<file path="config.mk">
export PLATFORM = sky130hd
export DESIGN_NAME = spi_slave
export DESIGN_NICKNAME = d
export VERILOG_FILES = /design/src/rtl/spi_slave.sv
export SDC_FILE = /design/constraint.sdc
export NUM_CORES = 1
export LEC_CHECK = 0
export CORE_MARGIN = 2
export CORE_UTILIZATION = 58
export CTS_CLUSTER_SIZE = 12
export DETAILED_ROUTE_END_ITERATION = 6
export PLACE_DENSITY = 0.9
export SYNTH_ARGS = -nofsm -noshare
export SYNTH_HDL_FRONTEND = slang
export SYNTH_SLANG_ARGS = --single-unit
</file>
<file path="constraint.sdc">
create_clock -name clk -period 2.6 [get_ports clk]
set_input_delay 0.39 -clock clk [delete_from_list [all_inputs] [get_ports clk]]
set_output_delay 0.39 -clock clk [all_outputs]
set_load 0.1 [all_outputs]
</file>
<file path="src/rtl/spi_slave.sv">
// SPI mode-0 slave, MSB first: deserializes MOSI into words, serializes a one-entry buffered word onto MISO.
// Latency: every pin edge acts 3 clk cycles after capture (2 sync flops + 1 edge-detect stage).
// Backpressure: tx_load is honoured only while tx_ready=1; a word consumed from an empty buffer shifts zeros and pulses tx_underrun.
module spi_slave #(
  parameter int N = 8
) (
  input  logic         clk,
  input  logic         rst,
  input  logic         sck,
  input  logic         cs_n,
  input  logic         mosi,
  output logic         miso,
  input  logic [N-1:0] tx_data,
  input  logic         tx_load,
  output logic         tx_ready,
  output logic [N-1:0] rx_data,
  output logic         rx_valid,
  output logic         tx_underrun,
  output logic         busy
);

  localparam int CW = $clog2(N);
  localparam logic [CW-1:0] LAST_BIT = CW'(N - 1);

  typedef enum logic {
    IDLE   = 1'b0,
    ACTIVE = 1'b1
  } state_t;

  state_t state_q;
  state_t state_d;

  // Synchronizer chains; index [1] is the synchronized copy, [2] the previous one for edge detect.
  logic [2:0] sck_sync;
  logic [2:0] cs_sync;
  logic [1:0] mosi_sync;

  logic sel_start;
  logic sel_end;
  logic sck_rise;
  logic sck_fall;
  logic mosi_bit;

  // FSM-decoded actions for this cycle.
  logic consume;
  logic do_rise;
  logic do_fall;
  logic word_done;
  logic clear;

  // Datapath state.
  logic [CW-1:0] bit_cnt;
  logic [N-1:0]  rx_shift;
  logic [N-1:0]  tx_shift;
  logic [N-1:0]  tx_buf;
  logic          tx_full;
  logic          load_ok;

  // Bring sck, cs_n and mosi into the clk domain; cs_n idles high so its chain resets to 1.
  always_ff @(posedge clk or negedge rst) begin
    if (!rst) begin
      sck_sync  <= 3'b000;
      cs_sync   <= 3'b111;
      mosi_sync <= 2'b00;
    end else begin
      sck_sync  <= {sck_sync[1:0], sck};
      cs_sync   <= {cs_sync[1:0], cs_n};
      mosi_sync <= {mosi_sync[0], mosi};
    end
  end

  assign sel_start = cs_sync[2] & ~cs_sync[1];
  assign sel_end   = ~cs_sync[2] & cs_sync[1];
  assign sck_rise  = sck_sync[1] & ~sck_sync[2];
  assign sck_fall  = ~sck_sync[1] & sck_sync[2];
  // mosi has the same sync depth as sck, so this is the value present at the sck edge.
  assign mosi_bit  = mosi_sync[1];

  assign load_ok   = tx_load & ~tx_full;
  assign word_done = do_rise & (bit_cnt == LAST_BIT);

  // State register.
  always_ff @(posedge clk or negedge rst) begin
    if (!rst) begin
      state_q <= IDLE;
    end else begin
      state_q <= state_d;
    end
  end

  // Next state and per-cycle actions; deselect wins over an sck edge seen in the same cycle.
  always_comb begin
    state_d = state_q;
    consume = 1'b0;
    do_rise = 1'b0;
    do_fall = 1'b0;
    clear   = 1'b0;
    case (state_q)
      IDLE: begin
        if (sel_start) begin
          state_d = ACTIVE;
          consume = 1'b1;
        end
      end
      ACTIVE: begin
        if (sel_end) begin
          state_d = IDLE;
          clear   = 1'b1;
        end else begin
          do_rise = sck_rise;
          do_fall = sck_fall;
          // The last rise of a word loads the next word so its MSB is ready before the next fall.
          if (sck_rise && (bit_cnt == LAST_BIT)) begin
            consume = 1'b1;
          end
        end
      end
      default: begin
        state_d = IDLE;
      end
    endcase
  end

  // One-entry transmit buffer: a consume empties it, a load into an empty buffer fills it.
  always_ff @(posedge clk or negedge rst) begin
    if (!rst) begin
      tx_buf  <= '0;
      tx_full <= 1'b0;
    end else if (consume) begin
      // A load coinciding with a consume on an empty buffer bypasses into tx_shift instead.
      tx_full <= 1'b0;
    end else if (load_ok) begin
      tx_buf  <= tx_data;
      tx_full <= 1'b1;
    end
  end

  // Transmit shifter: loaded on consume, shifted on sck fall except at a word boundary.
  always_ff @(posedge clk or negedge rst) begin
    if (!rst) begin
      tx_shift <= '0;
    end else if (clear) begin
      tx_shift <= '0;
    end else if (consume) begin
      if (tx_full) begin
        tx_shift <= tx_buf;
      end else if (tx_load) begin
        tx_shift <= tx_data;
      end else begin
        tx_shift <= '0;
      end
    end else if (do_fall && (bit_cnt != '0)) begin
      tx_shift <= {tx_shift[N-2:0], 1'b0};
    end
  end

  // Underrun pulse: consume found nothing buffered and nothing arriving to bypass.
  always_ff @(posedge clk or negedge rst) begin
    if (!rst) begin
      tx_underrun <= 1'b0;
    end else begin
      tx_underrun <= consume & ~tx_full & ~tx_load;
    end
  end

  // Bit counter, wraps modulo N on each sck rise; cleared on deselect.
  always_ff @(posedge clk or negedge rst) begin
    if (!rst) begin
      bit_cnt <= '0;
    end else if (clear) begin
      bit_cnt <= '0;
    end else if (do_rise) begin
      bit_cnt <= (bit_cnt == LAST_BIT) ? '0 : bit_cnt + CW'(1);
    end
  end

  // Receive shifter; a partial word is dropped on deselect.
  always_ff @(posedge clk or negedge rst) begin
    if (!rst) begin
      rx_shift <= '0;
    end else if (clear) begin
      rx_shift <= '0;
    end else if (do_rise) begin
      rx_shift <= {rx_shift[N-2:0], mosi_bit};
    end
  end

  // Completed-word register and its one-cycle valid pulse.
  always_ff @(posedge clk or negedge rst) begin
    if (!rst) begin
      rx_data  <= '0;
      rx_valid <= 1'b0;
    end else begin
      rx_valid <= word_done;
      if (word_done) begin
        rx_data <= {rx_shift[N-2:0], mosi_bit};
      end
    end
  end

  assign busy     = (state_q == ACTIVE);
  assign miso     = (state_q == ACTIVE) & tx_shift[N-1];
  assign tx_ready = ~tx_full;

endmodule
</file>
==> flow_metrics.py <==
metrics = {
    "setup_path": {
        "cp_max_fo": 8,
        "start_kind": "flip-flop",
        "startpoint": "bit_cnt[0]$_DFFE_PN0P_",
        "crit_end": "tx_buf[4]$_DFFE_PN0P_",
        "arrival_ns": 2.26,
        "worstReg2RegEnd": "tx_buf[4]$_DFFE_PN0P_",
        "cp.required_ns": 2.85,
        "r2r-start": "bit_cnt[0]$_DFFE_PN0P_",
        "end_kind": "flip-flop",
        "worstRegToRegCells": 6,
        "reg2reg_setup_slack_ns": 0.58,
        "critical_path_class": "reg2reg",
    },
    "route": {
        "ant_nets": 0,
        "totalWireLength_um": 3690,
        "drt_pass1_iterations": 5,
        "viasPerCell": 5.69,
        "num_vias": 1286,
        "first_iter_violations": 104,
        "drt-wirelength-per-cell_um": 16.3,
        "drc_errors": 0,
    },
    "power": {
        "seqPwrFrac_pct": 56.9,
        "clkPwrFrac_pct": 21.1,
        "switching_share_pct": 30.2,
        "comb_power_share_pct": 22.0,
        "p_per_area_nw_per_um2": 685,
        "total_power_mw": 1.58,
        "leakage_nw": 1.13,
        "ir_drop_v": 0.000387,
        "internal_power_mw": 1.10,
        "p_sw_mw": 0.478,
    },
    "grt": {
        "overflow": 0,
        "grt_max_degree": 47,
        "grt_pass1_vias": 1389,
        "antenna_found_initial": 0,
        "grt_pass1_wl_um": 6560,
        "track_usage_pct": 21.1,
    },
    "final_layout": {
        "antenna_cells": 0,
        "instances_no_fill": 226,
        "drive_gt1_share_pct": 24.4,
        "nFillCells": 266,
        "area_growth_pct": 13.1,
        "nets": 196,
    },
    "timing": {
        "slew_viol_final": 0,
        "min_period_ns": 2.02,
        "tightest_slew_ns": 0.983,
        "fmax_mhz": 496,
        "tns_ns": 0,
        "finalHoldViolations": 0,
        "period_share_pct": 77.5,
        "setup_viol": 0,
        "rsz0062_at_grt": "false",
        "hold_slack_ns": 0.172,
        "slew_headroom_pct": 34.5,
        "finClkSkew_ns": 0.0187,
    },
    "die": {
        "start_util_pct": 60.6,
        "die_x_um": 63.3,
        "coreArea_um2": 3360,
        "row_count": 21,
        "ioPinCount": 27,
        "die_h_um": 63.3,
        "die_area_um2": 4000,
    },
    "clock_network": {
        "root_buffer": "clkbuf_4",
        "cts_resized": 0,
        "cts_made_buffers": 5,
        "htreeDepth": 2,
        "clk_pin_slew_ns": 0.14,
        "hold_buffers": 0,
        "cts_buffer_depth": 2,
        "tritoncts": "yes",
        "cts.sinks": 46,
        "clock_latency_ns": 0.36,
        "cts_setup_buffers": 0,
    },
    "synth": {
        "seq_area_frac_synth_pct": 56.7,
        "async_flop_share_pct": 100,
        "synth.area.top_cells": "dfrtp_1 (53%), mux2_4 (5.9%), mux2i_1 (5.4%), mux2_1 (4.4%), a211oi_2 (4.3%)",
        "yosys-top-cells-count": "dfrtp_1 (43), nand2_1 (15), mux2i_1 (11)",
        "yosysMostFrequentCell": "dfrtp_1",
        "synthDistinctLibCells": 31,
        "syn-num-nets": 172,
        "ys_seq_elements": 46,
        "synthFlopType": "dfrtp_1",
        "synth_area_leader_cell": "dfrtp_1",
        "synth_edf_count": 0,
        "avgSynthCellArea_um2": 13.1,
        "synth_area_um2": 2040,
        "synth_warnings": 0,
        "netlist_instances": 155,
        "yosys.area.top_type_share_pct": 52.8,
    },
    "place": {
        "port_buffers": 26,
        "place_congestion": 0.789,
        "hpwlAfterDp_um": 2570,
        "numPlacedInstances": 218,
    },
    "run_status": {
        "status": "complete, no violations",
    },
    "flow_run": {
        "drv_cap": 0,
    },
    "worst_hold_path": {
        "hold_path.class": "in2async",
    },
}
[how the worst min path moves through the flow]
stage | slack (ns) | end
final | 0.17 | tx_buf[6]$_DFFE_PN0P_
after detailed placement | 0.35 | sck_sync[1]$_DFF_PN0_
after CTS | 0.21 | rx_shift[1]$_DFFE_PN0P_
after global placement | 0.34 | sck_sync[1]$_DFF_PN0_
after global routing | 0.26 | tx_buf[6]$_DFFE_PN0P_
after floorplan | 0.09 | bit_cnt[0]$_DFFE_PN0P_
[cells in the final DEF (no fill, tap or decap), types with 2 or more instances in the layout]
cell type	synthesis	layout
dfrtp_1	43	43
nand2_1	15	15
buf_4	0	15
clkdlybuf4s50_1	0	12
mux2i_1	11	11
mux2_4	8	8
mux2_1	8	8
nand3_1	7	7
a211oi_2	7	7
a222oi_1	6	6
nor2_1	5	5
clkbuf_4	0	5
inv_1	3	3
nor2b_1	3	3
nand2b_1	3	3
and2_1	3	3
and3_1	3	3
ha_1	3	3
dfstp_2	3	3
a21oi_1	2	2
o21a_1	2	2
[stage by stage]
step	util [%]	worst slack (ns)	area, µm²
final	68.5	0.584	2300
after global routing	68.5	0.456	2300
after CTS	68.5	0.569	2300
after detailed placement	66.9	0.539	2250
after global placement	66.9	0.601	2250
after floorplan	-	0.328	2040
[worst max-delay path, cell delays in order, from the launching register on]
cell and delay (ns):
dfrtp_1 0.43, ha_1 0.21, ha_1 0.19, and2_1 0.15, nand3_1 0.11, and3_1 0.48
mux2_4 0.34
[final cells by class]
cell class,instances,area (µm²),area share (%)
Clock buffer,6,41.3,1.79
Clock inverter,2,13.8,0.597
Inverter,4,15.0,0.651
Multi-Input combinational cell,94,785,34.0
Sequential cell,46,1150,50.1
Tap cell,46,57.6,2.50
Timing Repair Buffer,28,238,10.3
[flip-flops by register name, summed over array words and instances, names as in the netlist]
name	count
sck_sync	3
cs_sync	3
tx_full	1
busy	1
bit_cnt	3
rx_shift	7
tx_shift	8
tx_underrun	1
mosi_sync	2
rx_valid	1
rx_data	8
tx_buf	8
[routing by layer]
layer | GRT usage [%] | wire length [µm]
met2 | 37.2 | 1930
met1 | 25.2 | 1570
met3 | 5.18 | 146
met5 | 0 | 0
met4 | 7.07 | 45
[power groups by stage]
stage | Sequential (mW) | Combinational (mW) | Clock, mW
after floorplan | 0.898 | 0.271 | 0
after global placement | 0.902 | 0.335 | 0
after detailed placement | 0.906 | 0.355 | 0
after CTS | 0.897 | 0.354 | 0.335
after global routing | 0.913 | 0.378 | 0.371
final | 0.899 | 0.348 | 0.333
[cell families (layout without fill, tap and decap cells)]
group                    after synthesis  count (layout)  share of synthesized area (%)
flip-flops                            46              46                           56.7
AND/OR/NAND/NOR                       45              45                           11.7
multiplexers                          27              27                           15.7
AO/OA/AOI/OAI                         19              19                           9.27
buffers and inverters                 15              40                           4.85
adder cells (fa/ha/maj)                3               3                           1.84
(Power assumes the default switching activity.)
